## src/rtl/pla_sweep_controller.sv

```systemverilog
// -----------------------------------------------------------------------------
// pla_sweep_controller
//
// Self-test sequencer for a 4-input / 2-output PLA. On start it latches the
// expected Y/Z truth tables and then walks all 16 input vectors (A,B,C,D =
// pla_in[3:0]) into the PLA. Each vector is held for SETTLE_CYCLES idle
// cycles, then Y/Z are sampled, captured and compared against the tables.
//
// Ports
//   clk              rising-edge clock
//   rst_n            asynchronous active-low reset
//   start            begin a sweep (honoured in IDLE or DONE, abort low)
//   abort            cancel the current sweep, return to IDLE
//   exp_y, exp_z     expected truth tables, bit v = output for vector v
//   pla_in           registered vector driven into the PLA
//   pla_y, pla_z     PLA outputs, only looked at in SAMPLE
//   busy             high while a sweep is running
//   done             level, high from sweep end until next start/abort
//   pass             valid with done, 1 iff no vector mismatched
//   err_count        number of mismatching vectors (0..16)
//   first_fail_valid at least one mismatch recorded
//   first_fail_vec   lowest-index failing vector
//   cap_y, cap_z     captured truth tables
// -----------------------------------------------------------------------------
module pla_sweep_controller #(
    parameter int SETTLE_CYCLES = 2,
    parameter int CNT_W         = 4
) (
    input  logic        clk,
    input  logic        rst_n,
    input  logic        start,
    input  logic        abort,
    input  logic [15:0] exp_y,
    input  logic [15:0] exp_z,
    output logic [3:0]  pla_in,
    input  logic        pla_y,
    input  logic        pla_z,
    output logic        busy,
    output logic        done,
    output logic        pass,
    output logic [4:0]  err_count,
    output logic        first_fail_valid,
    output logic [3:0]  first_fail_vec,
    output logic [15:0] cap_y,
    output logic [15:0] cap_z
);

    typedef enum logic [2:0] {
        S_IDLE,
        S_APPLY,
        S_SETTLE,
        S_SAMPLE,
        S_DONE
    } state_t;

    localparam logic [CNT_W-1:0] SETTLE_LOAD = CNT_W'(SETTLE_CYCLES);
    localparam logic [CNT_W-1:0] CNT_ONE     = CNT_W'(1);

    state_t           r_state;
    logic [3:0]       r_vec;
    logic [CNT_W-1:0] r_cnt;
    logic [15:0]      r_exp_y;
    logic [15:0]      r_exp_z;
    logic [3:0]       r_pla_in;
    logic             r_busy;
    logic             r_done;
    logic             r_pass;
    logic [4:0]       r_err_count;
    logic             r_ff_valid;
    logic [3:0]       r_ff_vec;
    logic [15:0]      r_cap_y;
    logic [15:0]      r_cap_z;

    // Either output wrong on the current vector counts as one error.
    logic w_mismatch;
    assign w_mismatch = (pla_y != r_exp_y[r_vec]) || (pla_z != r_exp_z[r_vec]);

    always_ff @(posedge clk or negedge rst_n) begin
        if (!rst_n) begin
            r_state     <= S_IDLE;
            r_vec       <= 4'd0;
            r_cnt       <= '0;
            r_exp_y     <= 16'd0;
            r_exp_z     <= 16'd0;
            r_pla_in    <= 4'd0;
            r_busy      <= 1'b0;
            r_done      <= 1'b0;
            r_pass      <= 1'b0;
            r_err_count <= 5'd0;
            r_ff_valid  <= 1'b0;
            r_ff_vec    <= 4'd0;
            r_cap_y     <= 16'd0;
            r_cap_z     <= 16'd0;
        end else if (abort) begin
            // Abort beats start; partial captures and error count are kept.
            r_state <= S_IDLE;
            r_busy  <= 1'b0;
            r_done  <= 1'b0;
            r_pass  <= 1'b0;
        end else begin
            case (r_state)
                S_IDLE, S_DONE: begin
                    if (start) begin
                        r_exp_y     <= exp_y;
                        r_exp_z     <= exp_z;
                        r_err_count <= 5'd0;
                        r_ff_valid  <= 1'b0;
                        r_ff_vec    <= 4'd0;
                        r_cap_y     <= 16'd0;
                        r_cap_z     <= 16'd0;
                        r_done      <= 1'b0;
                        r_pass      <= 1'b0;
                        r_vec       <= 4'd0;
                        r_busy      <= 1'b1;
                        r_state     <= S_APPLY;
                    end
                end

                S_APPLY: begin
                    r_pla_in <= r_vec;
                    r_cnt    <= SETTLE_LOAD;
                    r_state  <= (SETTLE_CYCLES == 0) ? S_SAMPLE : S_SETTLE;
                end

                S_SETTLE: begin
                    // Leaving when the count is 1 spends exactly SETTLE_CYCLES
                    // cycles in this state.
                    r_cnt <= r_cnt - CNT_ONE;
                    if (r_cnt <= CNT_ONE) begin
                        r_state <= S_SAMPLE;
                    end
                end

                S_SAMPLE: begin
                    r_cap_y[r_vec] <= pla_y;
                    r_cap_z[r_vec] <= pla_z;
                    if (w_mismatch) begin
                        r_err_count <= r_err_count + 5'd1;
                        if (!r_ff_valid) begin
                            r_ff_valid <= 1'b1;
                            r_ff_vec   <= r_vec;
                        end
                    end
                    if (r_vec == 4'd15) begin
                        r_state <= S_DONE;
                        r_busy  <= 1'b0;
                        r_done  <= 1'b1;
                        // Final verdict must include this last vector's result.
                        r_pass  <= (r_err_count == 5'd0) && !w_mismatch;
                    end else begin
                        r_vec   <= r_vec + 4'd1;
                        r_state <= S_APPLY;
                    end
                end

                default: r_state <= S_IDLE;
            endcase
        end
    end

    assign pla_in           = r_pla_in;
    assign busy             = r_busy;
    assign done             = r_done;
    assign pass             = r_pass;
    assign err_count        = r_err_count;
    assign first_fail_valid = r_ff_valid;
    assign first_fail_vec   = r_ff_vec;
    assign cap_y            = r_cap_y;
    assign cap_z            = r_cap_z;

endmodule

```

## config.mk

```make
export PLATFORM = sky130hd
export DESIGN_NAME = pla_sweep_controller
export DESIGN_NICKNAME = d
export VERILOG_FILES = /design/src/rtl/pla_sweep_controller.sv
export SDC_FILE = /design/constraint.sdc
export NUM_CORES = 1
export LEC_CHECK = 0
export CAP_MARGIN = 20
export CORE_UTILIZATION = 45
export CTS_BUF_LIST = sky130_fd_sc_hd__clkbuf_8
export CTS_CLUSTER_DIAMETER = 120
export DETAILED_ROUTE_END_ITERATION = 12
export PLACE_DENSITY = 0.71
export SYNTH_ARGS = -nofsm -noshare
export SYNTH_HDL_FRONTEND = slang
export SYNTH_SLANG_ARGS = --single-unit
export TNS_END_PERCENT = 1
```

## constraint.sdc

```tcl
create_clock -name clk -period 5.45 [get_ports clk]
set_input_delay 0.545 -clock clk [delete_from_list [all_inputs] [get_ports clk]]
set_output_delay 0.545 -clock clk [all_outputs]
set_load 0.005 [all_outputs]
```

==> results.md, run 1 <==
* Drc violations at 0
* Clock sinks at 92
* Nets at around 540
* Core area at between 9000 and 10000 µm²
* Minimum clock period at 2500 ps
* PostCTS Resize Cnt at 0
* Routed wire length at 9600 µm
* Synth Flop Type: dfrtp_1
* Max_slew headroom at 0.464
* Syn Std Cell Area at ~4400 µm²
* Share of cells above drive strength 1 at 0.129
* Count leader, synth: dfrtp_1
* Final Cycle Share at 0.458
* CP required at ~5700 ps
* Total die area at 10100 µm²
* H-tree Lvls at 3
* Area fraction of the dominant cell type after synthesis at 0.529
* Slew @ Worst Pin at between 800 and 900 ps
* Worst EP arrival at 2760 ps
* Adder-Cell Fraction of Synth Area at 0.0230
* Post-synthesis mux area share at 0.135
* Layout area overhead at 27.3%
* Hold Violations, Final at 0
* Setup TNS at 0 ps
* Initial Utilization at 0.469
* Postcts setup bufs at 0
* Filler Cell Count at between 700 and 800
* Final setup fails at 0
* Clk_skew at about 9.6 ps
* Seq. cell area at 2300 µm²
* PD cells at 300 nW/µm²
* CTS tree: built
* Antenna Diode Count at 0
* # IOs at 87
* Syn avg cell area at approximately 11 µm²
* Clk root buf: clkbuf_8
* Multi-input logic area at about 1900 µm²
* Slew Viols, Final at 0
* Die Y-Extent at ~100 µm
* Startpoint Class: flip-flop
* Post-synthesis compound-gate area fraction at 0.137
* Vias in the first global route at roughly 3400
* DR iter-0 viols at approximately 270
* CTS Buf Count at 9
* Clock-pin slew on the worst setup and hold paths at roughly 100 ps
* Die width at roughly 100 µm
* Synth Area in Simple Gates at 0.139
* Max-cap violation count at 0
* Antenna violations before repair at 0
* Final ANT Viol Nets at 0
* Clk_lat worst skew at approximately 360 ps
* VDD IR max at ~0.00018 V
* GP Congestion at 0.838
* Outcome: finished clean
* CP Capture Type: flip-flop
* Worst Setup Slack, final at about 3000 ps
* Main combinational cell family by area after synthesis: simple AND/OR/NAND/NOR gates
* Total gr overflow at 0
* Pre-CTS WS at ~2600 ps
* FF+latch count, synth at 92
* Vias post-DR at 3393
* Ys async rst share at 1.00
* Total Routing Usage GR at 0.207
* Seq/Total Area, Yosys at 0.529
* Yosys warns at 0
* Port buffer count at between 80 and 90
* RSZ-0062 raised after global routing: false
* Crit-path max FO at 19
* Post-synth cell types at 43
* Drt wl/cell at roughly 15 µm
* Vias per cell at about 5.4
* Final HPWL DP at between 6000 and 7000 µm
* Crit Path Category: flip-flop to flip-flop
* 1st-pass router iterations at 5
* Commonest cells in the netlist: dfrtp_1, nand2_1, o21ai_0
* Largest cells by area after synthesis: dfrtp_1, mux2_2, nand2_1
* Cells after Synth at around 410
* Area leader, netlist: dfrtp_1
* Number of synthesized flops with an enable pin at 0
* Dpl cell area at ~5300 µm²
* Syn_nets at 455
* Min-Delay Path Class: primary input to asynchronous set/reset pin
* Xor/xnor share of the synthesized area at 0.00604
* Achievable Freq at 400 MHz
* Cts hold-fix bufs at 0
* Global-route wire length before repair at ~16000 µm
* Largest net degree at the start of global routing at 51
* Lkg Pwr at ~2.3 nW
* CTS Buffer Depth at 2
* Site Rows at 35
* Final Instance Area at 5540 µm²
## routing by layer
metal,vias to the layer above,wire [µm],part of all wire,global-route usage
met5,-,0,0,0
met4,0,120,0.013,0.0702
met3,12,637,0.066,0.0404
met2,124,4470,0.47,0.332
met1,1643,4370,0.46,0.281
li1,1614,-,-,-
## report_power, final
| group | internal [mW] | switching [mW] |
|---|---|---|
| logic | 0.172 | 0.148 |
| registers | 0.772 | 0.0650 |
| clock network | 0.261 | 0.247 |
| total | 1.20 | 0.460 |
## cell families (layout without fill, tap and decap cells)
kind of cell,after synthesis,after routing
AND/OR/NAND/NOR,132,132
AO/OA/AOI/OAI,92,92
flip-flops,92,92
multiplexers,54,54
buffers and inverters,28,115
adder cells (fa/ha/maj),8,8
XOR/XNOR,3,3
## through the flow
step,util,total power [mW],hold slack (ps),instances
3_5_place_dp,0.570,1.17,472,608
5_1_grt,0.597,1.76,201,625
2_1_floorplan,-,1.06,249,409
3_3_place_gp,0.570,1.15,463,608
4_1_cts,0.594,1.67,188,624
6_report,0.597,1.66,162,625
## critical path, cell delays in order (launching register included)
cell and delay [ps]:
dfrtp_1 580, nand2_1 120, or2_2 420, a21oi_2 670, o21ai_0 290, a22o_1 310
## layout by cell type, fill, tap and decap left out, drive strengths merged, types with 10 or more instances in the layout
master and instances:
dfrtp 92, clkdlybuf4s50 85, nand2 72, o21ai 42, mux2 36, mux2i 18
nor2 15, a21oi 14, a22o 13, nand3 12, inv 11, and2 10
## registers in the layout (all words and copies together) (netlist names), 4 cells and up
name	flops
err_count	5
cap_z	16
r_vec	4
r_exp_z	16
r_exp_y	16
first_fail_vec	4
pla_in	4
r_cnt	4
cap_y	16
## final timing paths
check	startpoint	to	slack [ps]	depth (start not counted)
min in group clk	cap_y[10]	cap_y[10]	490	2
worst min register to register	cap_y[10]	cap_y[10]	490	2
worst max register to register	r_state[0]	cap_z[0]	2950	5
worst min-delay path	rst_n	r_state[1]	160	1
max in group asynchronous	rst_n	r_exp_y[13]	4250	2
worst max-delay path	r_state[0]	cap_z[0]	2950	5
## layout make-up
type / instances / area share
clock buffer: 9 / 0.0224
clock inverter: 7 / 0.0176
inverter: 9 / 0.00610
multi-input combinational: 289 / 0.345
sequential: 92 / 0.415
tap: 129 / 0.0291
timing repair buffer: 90 / 0.164
Power figures use the tool's default switching activity.
==> run 2: changes to the inputs <==
==> constraint.sdc (replaced) <==
create_clock -name clk -period 2.6 [get_ports clk]
set_input_delay 0.26 -clock clk [delete_from_list [all_inputs] [get_ports clk]]
set_output_delay 0.26 -clock clk [all_outputs]
set_load 0.005 [all_outputs]
==> run 2 against run 1 <==
  * Flip-flop and latch count unchanged
  * First-iteration DRC count decreased by 28%
  * Utilization decreased by 0.067 points
  * Register-to-register slack got worse by 2700 ps
  * Routed wire length increased by 2.2%
  * Power increased by 100%
  * Via count decreased by 1.0%
  * Clock-buffer cell count unchanged
  * Cell area decreased by 0.11%
  * Critical path type unchanged
  * Largest cell class unchanged
  * Largest power group unchanged
==> results.md, run 2 (synthesis gave the netlist of run 1 again) <==
* CTS tree: built
* Layout area overhead at 27.2%
* Slew Viols, Final at 0 (unchanged)
* Outcome: finished clean
* VDD IR max at 0.000344 V (+89%)
* Vias per cell at 5.33 (-1.8%)
* Max incr delay on CP at 540 ps (-130 ps)
* H-tree Lvls at 3 (unchanged)
* PostCTS Resize Cnt at 0 (unchanged)
* Final HPWL DP at 7300 µm (+5.4%)
* Nets at 542 (+0.93%)
* PD cells at 605 nW/µm² (+100%)
* GP Congestion at 0.799 (-4.6%)
* Core area at 9280 µm² (unchanged)
* Share of cells above drive strength 1 at 0.136 (+0.00670)
* Most common cell after layout, fill and taps aside: dfrtp_1
* Drt wl/cell at 15.6 µm (+1.4%)
* CTS Buffer Depth at 2 (unchanged)
* Site Rows at 35 (unchanged)
* Hold Violations, Final at 0 (unchanged)
* Slew @ Worst Pin at 639 ps (-166 ps)
* CTS Buf Count at 9 (unchanged)
* Max_slew headroom at 0.574 (+0.111)
* RSZ-0062 raised after global routing: false
* Initial Utilization at 0.469 (unchanged)
* Final setup fails at 0 (unchanged)
* Worst EP arrival at 2630 ps (-130 ps)
* Antenna violations before repair at 0 (unchanged)
* Min-Delay Path Class: primary input to asynchronous set/reset pin
* Total gr overflow at 0 (unchanged)
* # IOs at 87 (unchanged)
* Crit-path max FO at 8 (-11)
* Clk_skew at 13.2 ps (+3.56 ps)
* Lkg Pwr at 2.28 nW (+0.43%)
* Routed wire length at 9810 µm (+2.2%)
* Crit Path Category: flip-flop to flip-flop
* Vias post-DR at 3358 (-1.0%)
* Drc violations at 0 (unchanged)
* CP Capture Type: flip-flop
* Antenna Diode Count at 0 (unchanged)
* Minimum clock period at 2370 ps (-124 ps)
* Total die area at 10100 µm² (unchanged)
* Postcts setup bufs at 0 (unchanged)
* Vias in the first global route at 3310 (-1.4%)
* Global-route wire length before repair at 16600 µm (+1.9%)
* Worst Setup Slack, final at 227 ps (-2730 ps)
* Clock-pin slew on the worst setup and hold paths at 100 ps (about the same)
* Commonest cells after routing, fill and taps aside: dfrtp_1, clkdlybuf4s50_1, nand2_1, o21ai_0, mux2_2
* Clk_lat worst skew at 360 ps (about the same)
* Clk root buf: clkbuf_8
* Pre-CTS WS at 236 ps (-2370 ps)
* Startpoint Class: flip-flop
* Slowest-stage cell, CP: dfrtp_1
* Max-cap violation count at 0 (unchanged)
* Die Y-Extent at 100 µm (unchanged)
* Achievable Freq at 421 MHz (+5.2%)
* 1st-pass router iterations at 4 (-1)
* Final ANT Viol Nets at 0 (unchanged)
* CP required at 2850 ps (-2860 ps)
* Port buffer count at 86 (unchanged)
* Final Cycle Share at 0.913 (+0.455)
* Die width at 100 µm (unchanged)
* Total Routing Usage GR at 0.209 (+0.00277)
* Largest net degree at the start of global routing at 49 (-3.9%)
* Clock sinks at 92 (unchanged)
* Worst path cell trace: buf_4 > mux2i_1 > a22oi_1 > and3_1 > o211ai_1 > a211o_1 > nand2_1 > a22o_1
* DR iter-0 viols at 197 (-28%)
* Setup TNS at 0 ps (unchanged)
run 2: changes by cell type in the layout (fill, tap and decap cells not counted), sizes merged:
cell,before,now
buf,5,9
bufinv,2,0
clkinv,1,2
clkinvlp,2,1
dlygate4sd3,0,1
inv,11,13
run 2: critical path, delay by kind of cell, from the launching register on:
family | cells | cell delay [ps]
simple gates | 2 | 330
buf+inv | 1 | 260
mux | 1 | 220
compound gates | 4 | 940
flops | 1 | 540
run 2: cell type report:
type / instances / area, µm²
Clock buffer: 9 / 124
Clock inverter: 7 / 58.8
Fill cell: 815 / 3750
Inverter: 9 / 33.8
Multi-Input combinational cell: 289 / 1910
Sequential cell: 92 / 2300
Tap cell: 129 / 161
Timing Repair Buffer: 95 / 941
run 2: worst paths after layout:
| kind | start | end | slack (ps) | cells past startpoint |
|---|---|---|---|---|
| max | r_vec[0] | first_fail_vec[2] | 230 | 8 |
| min | rst_n | r_state[1] | 450 | 2 |
| max reg2reg | r_vec[0] | first_fail_vec[2] | 230 | 8 |
| min reg2reg | cap_z[4] | cap_z[4] | 490 | 2 |
| max in group asynchronous | rst_n | r_vec[0] | 1480 | 3 |
| min in group clk | cap_z[4] | cap_z[4] | 490 | 2 |
run 2: layer usage:
layer / track usage / part of all wire
met4: 0.0524 / 0.0097
met5: 0 / 0
met1: 0.301 / 0.48
met2: 0.334 / 0.47
met3: 0.0334 / 0.045
run 2: per-stage QoR:
| step | utilization | instance area [µm²] | hold slack, ps | total power [mW] | cells |
|---|---|---|---|---|---|
| global route | 0.596 | 5540 | 503 | 3.53 | 630 |
| floorplan | - | 4350 | -35.6 | 2.22 | 409 |
| global placement | 0.575 | 5340 | 314 | 2.44 | 613 |
| finish | 0.596 | 5540 | 455 | 3.35 | 630 |
| CTS | 0.596 | 5540 | 484 | 3.37 | 630 |
| detailed placement | 0.575 | 5340 | 325 | 2.47 | 613 |
run 2: repair_timing:
action,in CTS,in global routing
hold buffers,1,0
endpoints found under the setup margin,0,0
endpoints found under the hold margin,47,0
run 2: power by group:
group	switching, mW	total (mW)	internal, mW
Clock	0.548	0.913	0.365
Combinational	0.307	0.666	0.360
Sequential	0.149	1.77	1.62
